==> src/rtl/cdc_handshake_tx.sv <==
// Source-domain side of a 4-phase req/ack CDC handshake.
// Holds one accepted word on o_data and drives a registered o_req until the synchronized ack completes.
module cdc_handshake_tx #(
    parameter int WIDTH       = 8,
    parameter int SYNC_STAGES = 2
) (
    input  logic             i_clk,
    input  logic             i_rst,
    input  logic             i_valid,
    input  logic [WIDTH-1:0] i_data,
    output logic             o_ready,
    output logic             o_req,
    output logic [WIDTH-1:0] o_data,
    input  logic             i_ack,
    output logic             o_done
);

    typedef enum logic [1:0] {
        ST_IDLE    = 2'd0,
        ST_REQ     = 2'd1,
        ST_RELEASE = 2'd2
    } state_e;

    state_e                 state_q, state_d;
    logic                   req_q, req_d;
    logic [WIDTH-1:0]       data_q, data_d;
    logic                   done_q, done_d;
    logic [SYNC_STAGES-1:0] ack_sync_q, ack_sync_d;
    logic                   ack_s;
    logic                   accept;

    // i_ack enters only through this chain; everything else sees ack_s.
    assign ack_s   = ack_sync_q[SYNC_STAGES-1];
    assign o_ready = (state_q == ST_IDLE) && !ack_s;
    assign accept  = i_valid && o_ready;

    always_comb begin
        ack_sync_d = {ack_sync_q[SYNC_STAGES-2:0], i_ack};
        state_d    = state_q;
        req_d      = req_q;
        data_d     = data_q;
        done_d     = 1'b0;
        case (state_q)
            ST_IDLE: begin
                if (accept) begin
                    data_d  = i_data;
                    req_d   = 1'b1;
                    state_d = ST_REQ;
                end
            end
            ST_REQ: begin
                if (ack_s) begin
                    req_d   = 1'b0;
                    state_d = ST_RELEASE;
                end
            end
            ST_RELEASE: begin
                // Transfer is complete only once the receiver has dropped ack.
                if (!ack_s) begin
                    done_d  = 1'b1;
                    state_d = ST_IDLE;
                end
            end
            default: begin
                req_d   = 1'b0;
                state_d = ST_IDLE;
            end
        endcase
    end

    always_ff @(posedge i_clk or posedge i_rst) begin
        if (i_rst) begin
            state_q    <= ST_IDLE;
            req_q      <= 1'b0;
            data_q     <= '0;
            done_q     <= 1'b0;
            ack_sync_q <= '0;
        end else begin
            state_q    <= state_d;
            req_q      <= req_d;
            data_q     <= data_d;
            done_q     <= done_d;
            ack_sync_q <= ack_sync_d;
        end
    end

    assign o_req  = req_q;
    assign o_data = data_q;
    assign o_done = done_q;

endmodule
==> config.mk <==
export PLATFORM = sky130hd
export DESIGN_NAME = cdc_handshake_tx
export DESIGN_NICKNAME = d
export VERILOG_FILES = /design/src/rtl/cdc_handshake_tx.sv
export SDC_FILE = /design/constraint.sdc
export NUM_CORES = 1
export LEC_CHECK = 0
export CORE_AREA = 2 2 40 42
export CTS_CLUSTER_DIAMETER = 80
export DETAILED_ROUTE_END_ITERATION = 12
export DIE_AREA = 0 0 42 44
export PLACE_DENSITY = 0.72
export SETUP_SLACK_MARGIN = 0.5
export SLEW_MARGIN = 30
export SYNTH_ARGS = -nofsm -noshare
export SYNTH_HDL_FRONTEND = slang
export SYNTH_SLANG_ARGS = --single-unit
==> constraint.sdc <==
create_clock -name i_clk -period 1.6 [get_ports i_clk]
set_input_delay 0.32 -clock i_clk [delete_from_list [all_inputs] [get_ports i_clk]]
set_output_delay 0.32 -clock i_clk [all_outputs]
set_load 0.02 [all_outputs]
==> out/metrics.yaml, run 1 <==
finalHoldViolCount: 0
holdBufCountCts: 0
grt_pass1_vias: 409
syn2layout_area_growth_pct: 84.0
yosys-top-cells-area: "dfrtp_1 (67%), mux2_2 (17%), nor4b_4 (4.5%), a211o_2 (1.9%), and2b_2 (1.7%)"
synth_area_um2: 526
rsz0062_at_grt: "yes"
tns_ps: 0
route.detailed.drc: 0
max_freq_ghz: 0.701
cts.sinks: 14
root_buffer: "clkbuf_4"
r2r_cells: 4
wl_met2_um: 637
syn_inst: 32
m1WireLength_um: 558
cts_max_path_buffers: 2
setup.worst_path.end_class: "flip-flop"
fin_crit_sh: 0.891
port_buffers: 22
cp.arrival_ps: 1590
yosys.cell_types.count: 12
grt_pass1_wl_mm: 1.99
power_density_mw_per_mm2: 1320
routed_via_density: 4.61
hold_class: "reg2reg"
cp_max_fo: 4
synth_flop_cell: "dfrtp_1"
drtPass1Iterations: 3
yosysMostFrequentCell: "dfrtp_1"
htree_levels: 1
critical_path_required_ps: 1770
dp_cells: 76
dp_hpwl_um: 791
path_class: "reg2reg"
die-area_mm2: 0.00185
cp-start-kind: "flip-flop"
fin_crit_ps: 1430
antenna_found_initial: 0
ios: 23
dieHeight_um: 44
ys_top_cells_by_count: "dfrtp_1 (14), mux2_2 (8)"
postPlaceCellArea_um2: 811
clkTransAtPathRegs_ps: 80
wl_met3_um: 69
p_leak_nw: 0.472
slew_violations: 0
avgRoutedWirePerCell_um: 14.4
via_count: 415
synth-edff-count: 0
skew_ps: 1.30
setup_viol: 0
ys_ff_latch: 14
yosys.area.top_type: "dfrtp_1"
fillers: 107
tightest_slew_ps: 542
clock_latency_ps: 280
coreArea_mm2: 0.00142
numCtsBuffers: 3
stdcell_area_um2: 967
async_flop_share: 1.00
ant_nets: 0
routed.top_layer: "met4"
routed_wl_mm: 1.30
fin_cells: 90
drt_iter0_markers: 8
ir_drop_mv: 0.728
grt_max_degree: 15
grt.total_usage: 0.154
hold_depth: 0
fin_nets: 87
synth_seq_area_share: 0.667
synth_top_cell_area_share: 0.667
drv_cap: 0
gp_congestion: 0.702
timing.slew.headroom: 0.639
die_width_um: 42
diodes: 0
p_total_mw: 1.28
cts_tree: "yes"
std_cell_rows: 14
drive_gt1_frac: 0.568
grt_overflow: 0
synth_area_per_cell_um2: 16.4
initial_core_util: 0.370
syn_nets: 44
yosysWarnings: 0
status: "complete, no violations"
final cells by class:
class / instances / area [µm²] / area share
well taps: 16 / 20.0 / 0.0207
clock buffers: 4 / 36.3 / 0.0375
multi-input cells: 17 / 201 / 0.208
repair buffers: 38 / 355 / 0.367
inverters: 1 / 3.75 / 0.00388
flip-flops and latches: 14 / 350 / 0.362
layout by cell type (no fill, tap or decap), drive strengths merged:
master / count
a211o: 1
and2: 1
and2b: 1
buf: 27
clkbuf: 4
clkdlybuf4s50: 11
dfrtp: 14
inv: 1
mux2: 8
nor2: 1
nor3: 1
nor3b: 1
nor4b: 1
o21a: 1
xor2: 1
worst paths after layout:
check | start | end | slack, ps
worst max-delay path | state_q[0] | o_data[7] | 170
worst min-delay path | ack_sync_q[0] | ack_sync_q[1] | 360
worst max register to register | state_q[0] | o_data[7] | 170
worst min register to register | ack_sync_q[0] | ack_sync_q[1] | 360
max in group asynchronous | i_rst | ack_sync_q[0] | 860
min in group asynchronous | i_rst | o_done | 390
cells by family after synthesis:
| kind of cell | count (synthesis) | share of synthesized area |
|---|---|---|
| flops | 14 | 0.667 |
| buf+inv | 1 | 0.00714 |
| simple gates | 6 | 0.105 |
| mux | 8 | 0.171 |
| xor+xnor | 1 | 0.0167 |
| compound gates | 2 | 0.0333 |
report_power, final:
group / internal, mW / switching [mW]
clock network: 0.138 / 0.114
logic: 0.338 / 0.203
registers: 0.430 / 0.0564
sequential cells by signal (all words and copies together) (netlist names):
register / flops
ack_sync_q: 2
o_data: 8
o_done: 1
o_req: 1
state_q: 2
critical path: stages (launching register included):
cell and delay [ps]:
dfrtp_1 400, buf_6 130, nor4b_4 270, buf_4 200, mux2_4 310
metal layers:
metal / global-route usage / vias to the layer above
met5: 0 / -
met4: 0.116 / 0
met3: 0.0417 / 4
met2: 0.228 / 16
met1: 0.193 / 200
li1: - / 195
stage by stage:
stage	hold slack [ps]	utilization	worst slack (ps)
after detailed placement	342	0.571	-91.1
after floorplan	209	-	185
after global placement	336	0.571	-48.6
after global routing	375	0.682	145
final	358	0.682	174
after CTS	361	0.647	185
what timing repair did:
| action | CTS | global route |
|---|---|---|
| resized for setup | 74 | 1 |
| buffers inserted | 4 | 6 |
| pin swaps | 1 | 0 |
| endpoints found under the setup margin | 20 | 20 |
Power figures use the tool's default switching activity.
==> inputs of run 2 (changes only) <==
Settings changed: CORE_AREA 2 2 40 42 to 2 2 39 41, CTS_BUF_LIST set to sky130_fd_sc_hd__clkbuf_8, DIE_AREA 0 0 42 44 to 0 0 41 43, PLACE_DENSITY 0.72 to 0.76.
==> run 2 against run 1 <==
- total power decreased by 5.0%
- hold slack got worse by 8.0 ps
- non-clock buffer count decreased by 12
- sequential cell count unchanged
- final cell count decreased by 13%
- combinational power decreased by 26%
==> out/metrics.yaml, run 2 (synthesized netlist as in run 1, its figures left out) <==
status: "complete, no violations"
clkTransAtPathRegs_ps: 50  # -30 ps
drv_cap: 0  # unchanged
grt_pass1_vias: 377  # -7.8%
cp_max_fo: 9  # +5
routed_via_density: 4.56  # -1.0%
hold_class: "reg2reg"
via_count: 356  # -14%
route.detailed.drc: 0  # unchanged
rsz0062_at_grt: "yes"
layout_common_cells: "dfrtp_1 (13), clkdlybuf4s50_1 (10), buf_6 (9)"
die-area_mm2: 0.00176  # -4.6%
setup.worst_path.end_class: "flip-flop"
power_density_mw_per_mm2: 1410  # +6.3%
holdCritStartpoint: "ack_sync_q[0]"
port_buffers: 22  # unchanged
crit_family: "flip-flops"
worst-path-buf-inv: 2  # unchanged
p_leak_nw: 0.394  # -17%
grt_max_degree: 15  # unchanged
finalHoldViolCount: 0  # unchanged
diodes: 0  # unchanged
root_buffer: "clkbuf_8"
skew_ps: 5.44  # +4.13 ps
fin_crit_ps: 1480  # +52.0 ps
die_width_um: 41  # -2.4%
tightest_slew_ps: 538  # -3.39 ps
routed_wl_um: 994  # -23%
coreArea_mm2: 0.00138  # -2.5%
avgRoutedWirePerCell_um: 12.7  # -12%
p_total_mw: 1.22  # -5.0%
dp_hpwl_um: 744  # -6.0%
grt.total_usage: 0.134  # -0.0197
cp_slowest_stage_delay_ps: 380  # -20 ps
initial_core_util: 0.380  # +0.00938
fin_nets: 75  # -14%
syn2layout_area_growth_pct: 64.5
ios: 23  # unchanged
r2r-start: "state_q[1]"
setup_viol: 0  # unchanged
drt_iter0_markers: 3  # -5
fin_crit_sh: 0.924  # +0.0325
cts.sinks: 14  # unchanged
finalWorstSetupSlack_ps: 122  # -52.0 ps
numCtsBuffers: 3  # unchanged
cts_tree: "yes"
drive_gt1_frac: 0.500  # -0.0676
ant_nets: 0  # unchanged
cts_setup_buffers: 0  # -4
max_freq_ghz: 0.676  # -3.5%
grt_overflow: 0  # unchanged
critical_path_required_ps: 1720  # -50 ps
cp-startpoint: "state_q[1]"
grt_pass1_wl_mm: 1.60  # -19%
cp-start-kind: "flip-flop"
crit_path_top_delay_cell: "dfrtp_1"
place_worst_setup_slack_ps: -106  # -15.2 ps
slew_violations: 0  # unchanged
timing.slew.headroom: 0.641  # +0.00227
clock_latency_ps: 240  # -40 ps
ir_drop_mv: 0.832  # +14%
antenna_found_initial: 0  # unchanged
drtPass1Iterations: 2  # -1
dieHeight_um: 43  # -2.3%
std_cell_rows: 14  # unchanged
final_common_cell: "dfrtp_1"
cp.arrival_ps: 1600  # about the same
holdBufCountCts: 0  # unchanged
path_class: "reg2reg"
htree_levels: 1  # unchanged
cts_max_path_buffers: 2  # unchanged
gp_congestion: 0.658  # -6.3%
largest_register_ffs: 8  # unchanged
cp_cell_sequence: "buf_4, nor4b_4, buf_12, mux2_2"
[run 2: cell types whose count changed in the layout (fill, tap and decap cells not counted), moves of 3 or more]
cell / change
buf_4: -11
mux2_4: -8
clkbuf_8: +3
buf_6: -3
clkbuf_4: -3
mux2_2: +8
[run 2: worst register-to-register path, cell delays in order, from the launching register on]
cell and delay, ps:
dfrtp_1 380, buf_4 160, nor4b_4 320, buf_12 170, mux2_2 330
[run 2: final cells by class]
class / count / area [µm²]
Timing Repair Buffer: 26 / 263
Clock buffer: 4 / 55.1
Inverter: 1 / 3.75
Fill cell: 114 / 519
Tap cell: 16 / 20.0
Multi-Input combinational cell: 17 / 171
Sequential cell: 14 / 352
[run 2: worst paths after layout]
path | end | slack (ps) | cells past startpoint
min | ack_sync_q[1] | 350 | 0
min reg2reg | ack_sync_q[1] | 350 | 0
max in group asynchronous | ack_sync_q[1] | 780 | 2
max reg2reg | o_data[6] | 120 | 4
max | o_data[6] | 120 | 4
min in group asynchronous | o_data[4] | 420 | 2
[run 2: where the power goes]
part | internal, mW | leakage, nW | switching [mW] | total (mW)
clock | 0.217 | 0.0288 | 0.113 | 0.330
sequential | 0.431 | 0.166 | 0.0554 | 0.486
combinational | 0.232 | 0.199 | 0.167 | 0.399
[run 2: what timing repair did]
item,CTS,global route
gates resized for setup,49,16
endpoints found under the setup margin,20,19
pin swaps,0,0
[run 2: metrics by stage]
| step | TNS (ps) | utilization | hold WS [ps] | cells | cell area (µm²) |
|---|---|---|---|---|---|
| detailed placement | -783 | 0.584 | 341 | 74 | 808 |
| global placement | -417 | 0.584 | 332 | 74 | 808 |
| CTS | 0 | 0.597 | 354 | 78 | 826 |
| finish | 0 | 0.625 | 350 | 78 | 865 |
| global route | 0 | 0.625 | 366 | 78 | 865 |
| floorplan | 0 | - | 209 | 32 | 526 |
[run 2: per-layer routing]
layer | GRT usage | wire length (µm) | up-vias
li1 | - | - | 172
met1 | 0.158 | 441 | 171
met2 | 0.219 | 502 | 13
met3 | 0.0314 | 50 | 0
met4 | 0.0600 | 0 | 0
met5 | 0 | 0 | -
